$ cat src/rtl/kong_pkg.sv
// Shared Kong definitions: sprite box geometry, edge indices and the
// edge-collector FSM / hit-count types.
package kong_pkg;

    typedef logic signed [10:0] location;

    localparam location KONG_WIDTH = 11'sd64;
    localparam location KONG_HIGHT = 11'sd48;

    localparam int E_BOTTOM = 0;
    localparam int E_RIGHT  = 1;
    localparam int E_TOP    = 2;
    localparam int E_LEFT   = 3;

    localparam int EDGE_MIN_HITS = 2;
    localparam int EDGE_CNT_W    = 4;

    typedef logic [EDGE_CNT_W-1:0] hit_cnt_t;

    typedef enum logic {
        WAIT_FRAME = 1'b0,
        COLLECT    = 1'b1
    } edge_state_e;

endpackage

$ cat src/rtl/kong_edge_counter.sv
// Saturating hit counter; a clear can load 1 so that a hit arriving with
// the frame boundary is credited to the new frame.
module kong_edge_counter #(
    parameter int CNT_W = 4
) (
    input  logic             clk,
    input  logic             resetN,
    input  logic             clr_i,
    input  logic             inc_i,
    output logic [CNT_W-1:0] cnt_o
);

    logic [CNT_W-1:0] cnt_q, cnt_d;

    always_comb begin
        cnt_d = cnt_q;
        if (clr_i)
            cnt_d = inc_i ? CNT_W'(1) : '0;
        else if (inc_i && (cnt_q != '1))
            cnt_d = cnt_q + CNT_W'(1);
    end

    always_ff @(posedge clk or negedge resetN) begin
        if (!resetN) cnt_q <= '0;
        else         cnt_q <= cnt_d;
    end

    assign cnt_o = cnt_q;

endmodule

$ cat src/rtl/kong_edge_collector.sv
// Counts per-edge platform hits of the Kong sprite over a frame and reports,
// at each frame boundary, which edges touched and whether a rope overlapped.
module kong_edge_collector
    import kong_pkg::*;
#(
    parameter int MIN_HITS = EDGE_MIN_HITS,
    parameter int CNT_W    = EDGE_CNT_W
) (
    input  logic       clk,
    input  logic       resetN,
    input  logic       startOfFrame,
    input  logic       kongDR,
    input  location    offsetX,
    input  location    offsetY,
    input  logic       platformDR,
    input  logic       ropeDR,
    output logic [3:0] edges,
    output logic       ropeTouch,
    output logic       edgesValid
);

    localparam location     LOC_ZERO = '0;
    localparam location     X_MAX    = KONG_WIDTH - 11'sd1;
    localparam location     Y_MAX    = KONG_HIGHT - 11'sd1;
    localparam logic [31:0] MIN_U    = MIN_HITS;

    edge_state_e state_q, state_d;
    logic [3:0]  edges_q, edges_d;
    logic        rope_q, rope_d;
    logic        touch_q, touch_d;
    logic        valid_q, valid_d;

    logic                  in_box, live, hit, rope_hit;
    logic [3:0]            edge_hit;
    logic [3:0][CNT_W-1:0] cnt;

    assign in_box = (offsetX >= LOC_ZERO) && (offsetX < KONG_WIDTH) &&
                    (offsetY >= LOC_ZERO) && (offsetY < KONG_HIGHT);

    // The boundary cycle opens a new frame even out of WAIT_FRAME.
    assign live     = (state_q == COLLECT) || startOfFrame;
    assign hit      = live && kongDR && platformDR && in_box;
    assign rope_hit = live && kongDR && ropeDR && in_box;

    assign edge_hit[E_LEFT]   = hit && (offsetX == LOC_ZERO);
    assign edge_hit[E_RIGHT]  = hit && (offsetX == X_MAX);
    assign edge_hit[E_TOP]    = hit && (offsetY == LOC_ZERO);
    assign edge_hit[E_BOTTOM] = hit && (offsetY == Y_MAX);

    for (genvar e = 0; e < 4; e++) begin : g_cnt
        kong_edge_counter #(.CNT_W(CNT_W)) u_cnt (
            .clk    (clk),
            .resetN (resetN),
            .clr_i  (startOfFrame),
            .inc_i  (edge_hit[e]),
            .cnt_o  (cnt[e])
        );
    end

    always_comb begin
        state_d = state_q;
        edges_d = edges_q;
        rope_d  = rope_q;
        touch_d = touch_q;
        valid_d = 1'b0;
        case (state_q)
            WAIT_FRAME: begin
                if (startOfFrame) begin
                    state_d = COLLECT;
                    rope_d  = rope_hit;
                end
            end
            COLLECT: begin
                if (startOfFrame) begin
                    for (int e = 0; e < 4; e++)
                        edges_d[e] = ({{(32-CNT_W){1'b0}}, cnt[e]} >= MIN_U);
                    touch_d = rope_q;
                    rope_d  = rope_hit;
                    valid_d = 1'b1;
                end else if (rope_hit) begin
                    rope_d = 1'b1;
                end
            end
            default: state_d = WAIT_FRAME;
        endcase
    end

    always_ff @(posedge clk or negedge resetN) begin
        if (!resetN) begin
            state_q <= WAIT_FRAME;
            edges_q <= '0;
            rope_q  <= 1'b0;
            touch_q <= 1'b0;
            valid_q <= 1'b0;
        end else begin
            state_q <= state_d;
            edges_q <= edges_d;
            rope_q  <= rope_d;
            touch_q <= touch_d;
            valid_q <= valid_d;
        end
    end

    assign edges      = edges_q;
    assign ropeTouch  = touch_q;
    assign edgesValid = valid_q;

endmodule

$ cat config.mk
export PLATFORM = sky130hd
export DESIGN_NAME = kong_edge_collector
export DESIGN_NICKNAME = d
export VERILOG_FILES = /design/src/rtl/kong_pkg.sv /design/src/rtl/kong_edge_counter.sv /design/src/rtl/kong_edge_collector.sv
export SDC_FILE = /design/constraint.sdc
export NUM_CORES = 1
export LEC_CHECK = 0
export CORE_ASPECT_RATIO = 2
export CORE_MARGIN = 1
export CORE_UTILIZATION = 49
export CTS_CLUSTER_SIZE = 40
export DETAILED_ROUTE_END_ITERATION = 8
export PLACE_DENSITY = 0.79
export SYNTH_ARGS = -nofsm -noshare
export SYNTH_HDL_FRONTEND = slang
export SYNTH_SLANG_ARGS = --single-unit
$ cat constraint.sdc
create_clock -name clk -period 1.73 [get_ports clk]
set_input_delay 0.2595 -clock clk [delete_from_list [all_inputs] [get_ports clk]]
set_output_delay 0.2595 -clock clk [all_outputs]
set_load 0.05 [all_outputs]
# Word level (Yosys, flattened, before mapping)
# Cells that the tools add are included.
dict set report classes {
  bitwise_logic 1
  n_mux 19
  magnitude_cmp 8
  eq_ne 8
  n_addsub 4
  reduce_logical 25
}
# operator count
set ops {}
lappend ops {{4-bit two-way mux} 8}
lappend ops {{11-bit by 7-bit equality test with 1-bit output (second input constant)} 2}
lappend ops {{11-bit by 1-bit greater-or-equal comparator with 1-bit output (second input constant)} 2}
lappend ops {{11-bit zero test} 2}
lappend ops {{4-bit by 1-bit adder with 4-bit output (second input constant)} 4}
lappend ops {{4-bit by 2-bit greater-or-equal comparator with 1-bit output (second input constant)} 4}
lappend ops {{1-bit logical AND} 16}
lappend ops {{4-bit != test (second input constant)} 4}
lappend ops {{11-bit by 7-bit less-than comparator with 1-bit output (second input constant)} 1}
lappend ops {{11-bit by 8-bit less-than comparator with 1-bit output (second input constant)} 1}
lappend ops {{1-bit two-way mux} 10}
lappend ops {{2-bit nonzero test} 4}
lappend ops {{2-bit AND reduction} 2}
lappend ops {{3-bit by 2-bit != test with 1-bit output (second input constant)} 1}
lappend ops {{2-bit != test (second input constant)} 1}
lappend ops {{1-bit one-hot mux with 2 select lines} 1}
lappend ops {{1-bit logical OR} 1}
lappend ops {{1-bit inverter} 1}
dict set report totals {
  out_inout_bits 6
  regBits 24
}

# Depth between registers and ports, before layout
dict set report depth {
  ltp_word 9
  mapped_depth 6
  depth_no_buf 6
}

# Modules after synthesis
# From an unflattened synthesis, not the netlist that was laid out.
dict set report hier_totals {
  hier_cells 136
  hier_area_um2 1288.7
}
# module cells_per_inst area_per_inst_um2 n_inst
set by_module_without_submodules {}
lappend by_module_without_submodules {kong_edge_counter 22 216.5 4}
lappend by_module_without_submodules {kong_edge_collector 48 422.9 1}

# Worst setup path after synthesis
# OpenSTA, ideal clock, no wires.
dict set report synth_path {
  path_kind {input-to-reg}
  start {in offsetX[9]}
  end {reg g_cnt[0].u_cnt.cnt_q[3]}
  setup_ns 0.125
  path_stages 5
  setup_slack_ns 0.113
  required_ns 1.605
  arrival_ns 1.492
  path_buffers 0
  cell_sequence {nor4_4 > nand2_2 > nor4_4 > nand3_2 > mux2_4}
}
dict set report synth_via {
  elab_chain_cells 8
  word_cells_on_any_way 9
  cone_classes {order compare: 2; reduce/logical: 7}
}
# element line
set synth_lines {}
lappend synth_lines {{from (decl)} kong_edge_collector.sv:13} ;# input location offsetX,
lappend synth_lines {{11-bit by 1-bit greater-or-equal comparator with 1-bit output / 11-bit by 8-bit less-than comparator with 1-bit output (equally long branches)} kong_edge_collector.sv:37} ;# assign in_box = (offsetX >= LOC_ZERO) && (offsetX < KONG_WIDTH) &&
lappend synth_lines {{1-bit logical AND (*) (2 in series)} kong_edge_collector.sv:37}
lappend synth_lines {{1-bit logical AND (*)} kong_edge_collector.sv:38} ;# (offsetY >= LOC_ZERO) && (offsetY < KONG_HIGHT);
lappend synth_lines {{1-bit logical AND (*)} kong_edge_collector.sv:42} ;# assign hit = live && kongDR && platformDR && in_box;
lappend synth_lines {{1-bit logical AND (*)} kong_edge_collector.sv:48} ;# assign edge_hit[E_BOTTOM] = hit && (offsetY == Y_MAX);
lappend synth_lines {{1-bit logical AND (*)} kong_edge_counter.sv:19} ;# else if (inc_i && (cnt_q != '1))
lappend synth_lines {{2-bit nonzero test (no source line) (*)} --}
lappend synth_lines {{to (signal assigned)} kong_edge_counter.sv:25} ;# else cnt_q <= cnt_d;
lappend synth_lines {{to (decl)} kong_edge_counter.sv:13} ;# logic [CNT_W-1:0] cnt_q, cnt_d;
# Mark *: on every way between the ends. The rest lies on a longest branch, timed or not.
# A chain may end at the register's enable or synchronous reset.

# Worst setup path after layout
dict set report layout_path {
  start {in offsetX[7]}
  end {reg g_cnt[0].u_cnt.cnt_q[3]}
}
# Same word-level chain as after synthesis.

==> impl_metrics.csv <==
group,metric,value,unit
synthesis,async_flop_share,100.0,%
pwr,vdd_drop_max,0.4232,mV
synthesis,synth-edff-count,0,
clock_tree,cts_sinks,24,
synthesis,syn_nets,183,
timing,setup_tns,0,ns
grt,gr-total-overflow,0,
hold_path,hold_path_class,"primary input to async pin",
timing,fin_crit_sh,98.24,%
placed_design,numPortBuffers,33,
final_layout,stdcell_count,231,
placed_design,post-dp-hpwl,2765,microns
placed_design,place.gp.congestion,0.7601,
final_layout,fin_nets,239,
synthesis,synth_ff_type,"dfrtp_1",
route,ant_nets,0,
synthesis,yosysTopAreaCell,"dfrtp_1",
synthesis,synth-seq-area-share,42.33,%
grt,grt_max_degree,25,
pwr,power_density,565.4,nW/um^2
setup_path,rr_worst_depth,6,
clock_tree,clock_insertion_delay_worst_skew,0.27,ns
floorplan,rows,27,
synthesis,ys_warn_count,0,
route,drt-pass1-iter-count,4,
outcome,outcome,"finished clean",
setup_path,timing.rr.start,"state_q",
setup_path,crit_required,1.89,ns
route,drc,0,
synthesis,syn_area,1419,sq um
route,routed_via_density,5.814,
timing,period_minus_slack,1.700,ns
clock_tree,cts_buffers,3,
grt,grt_pass1_vias,1358,
timing,setup_viol,0,
setup_path,r2r_slack,0.13,ns
clock_tree,h-tree-depth,1,
timing,worst_slew_pin_slew,0.3840,ns
placed_design,dp_cells,223,
floorplan,dieArea,3128,sq um
synthesis,syn_area_per_cell,9.652,sq um
grt,use_met1,29.08,%
floorplan,die_h,78.10,microns
grt,grt_usage,26.07,%
route,wirelength,3726,microns
clock_tree,path_clk_slew,0.08,ns
timing,hold_viol,0,
pwr,p_leak,0.9263,nW
timing,rsz0062_at_grt,"no",
floorplan,core,2736,sq um
grt,grt_antenna_before_repair,0,
final_layout,syn_to_final_growth,41.27,%
route,drt-initial-drc-count,45,
grt,grt_busiest_layer,"met2",
setup_path,endpoint_kind,"flip-flop",
final_layout,final_common_cell,"buf_4",
setup_path,crit_arrival,1.86,ns
setup_path,critPathKind,"primary input to flip-flop",
clock_tree,cts_tree,"done",
grt,grt.met3_usage,3.390,%
final_layout,final_layout_size_suffix_gt1_share,24.26,%
pwr,total_power,0.001133,W
grt,grt_pass1_wl,5740,microns
setup_path,path_max_fanout,5,
clock_tree,cts_root_buf,"clkbuf_8",
floorplan,initial_core_util,51.85,%
route,wire_per_inst,16.13,microns
floorplan,io_pins,34,
timing,fin_skew,0.002595,ns
clock_tree,clockBufferDepth,2,
timing,setup_ws,0.03048,ns
placed_design,dp_slack,-0.4357,ns
route,vias,1343,
synthesis,synthTopCellsByArea,"dfrtp_1 42%, ha_1 7.1%, nor2_1 5.3%",
timing,fmax,588.4,MHz
timing,relSlewSlack,74.17,%
synthesis,ys_types,40,
synthesis,syn_inst,147,
setup_path,critPathLaunchType,"primary input",
final_layout,layout_common_cells,"28 x buf_4, 24 x dfrtp_1, 19 x nor2_1",
synthesis,synth.ff_latch_count,24,
synthesis,netlist.area_leader.share,42.33,%
grt,use_met2,45.65,%
job,max-cap-violations,0,
timing,slew_viol_final,0,
floorplan,die_w,40.05,microns
setup_path,reg2reg_to,"g_cnt[0].u_cnt.cnt_o[3]",
final_layout,antennaDiodeCount,0,
-- what timing repair did --
action                     4_1_cts  5_1_grt
setup endpoints to repair       12       10
pin swaps                        6        5
cloned                           0        0
gates resized for setup         13        6
buffers inserted                 2        2
hold buffers                     0        0
-- per-layer routing --
layer,wire (microns),vias up,share of wire [%]
met3,167,7,4.5
met2,2075,43,56
met4,70,0,1.9
li1,-,648,-
met5,0,-,0
met1,1411,645,38
-- worst max-delay path, cell delays in order --
cell           delay (ns)
dlygate4sd2_1        0.26
nor4_4               0.41
nand2_2              0.10
buf_4                0.15
nor4_4               0.12
buf_4                0.18
nand3_2              0.08
mux2_4               0.30
-- through the flow --
| stage | utilization, % | instance area [sq um] | hold WS [ns] |
|---|---|---|---|
| global route | 73.25 | 2004 | 0.3941 |
| detailed placement | 68.95 | 1887 | 0.5102 |
| global placement | 68.95 | 1887 | 0.4968 |
| floorplan | - | 1419 | -0.03609 |
| CTS | 72.02 | 1971 | 0.3641 |
| finish | 73.25 | 2004 | 0.3570 |
-- report_power, final --
part	total [W]	switching, W	internal [W]
clock	0.000387	0.000184	0.000204
sequential	0.000572	0.00000413	0.000568
combinational	0.000174	0.0000929	0.0000807
total	0.00113	0.000281	0.000852
-- logic make-up (layout without fill, tap and decap cells) --
| family | count (synthesis) | count (layout) | synth area share [%] |
|---|---|---|---|
| DFF | 24 | 24 | 42.33 |
| muxes | 2 | 2 | 1.851 |
| AOI/OAI and AO/OA | 27 | 27 | 12.43 |
| buffers and inverters | 11 | 66 | 3.175 |
| adders and majority gates | 8 | 8 | 7.055 |
| xor gates and xnor gates | 2 | 2 | 1.235 |
| and+or+nand+nor | 73 | 73 | 31.92 |
-- state kept, by name (all words and copies together), names as in the netlist --
signal	count
ropeTouch	1
state_q	1
edges	4
edgesValid	1
g_cnt.u_cnt.cnt_o	16
rope_q	1
-- worst max path at each step --
stage | end | start | depth (start not counted) | slack (ns)
detailed placement | g_cnt[0].u_cnt.cnt_o[3] | offsetX[9] | 7 | -0.44
CTS | g_cnt[0].u_cnt.cnt_o[3] | kongDR | 7 | 0.006
floorplan | g_cnt[0].u_cnt.cnt_o[3] | offsetX[9] | 5 | 0.11
global route | g_cnt[0].u_cnt.cnt_o[3] | offsetX[7] | 8 | 0.006
global placement | g_cnt[0].u_cnt.cnt_o[3] | offsetX[9] | 7 | -0.42
finish | g_cnt[0].u_cnt.cnt_o[3] | offsetX[7] | 8 | 0.03
-- cell type report --
class / instances / area, sq um
clock buffer: 4 / 55.05
sequential: 24 / 600.6
inverter: 7 / 26.28
fill: 207 / 732.0
multi-input combinational: 112 / 807.0
tap: 29 / 36.28
timing repair buffer: 55 / 479.2
-- Yosys cell counts (2+ instances only) --
cell / instances
nor2b_1: 3
ha_1: 8
nor2_1: 20
inv_1: 7
nand4_1: 3
nand3_1: 6
a21oi_1: 11
nor3_1: 6
o21ai_0: 3
and3_1: 4
nor4_4: 3
o31ai_1: 3
dfrtp_1: 24
and4b_1: 3
a311oi_1: 3
nor4_1: 7
nand2_1: 7
clkbuf_1: 3
xnor2_1: 2
No activity file was read; power rests on OpenSTA's default activity.
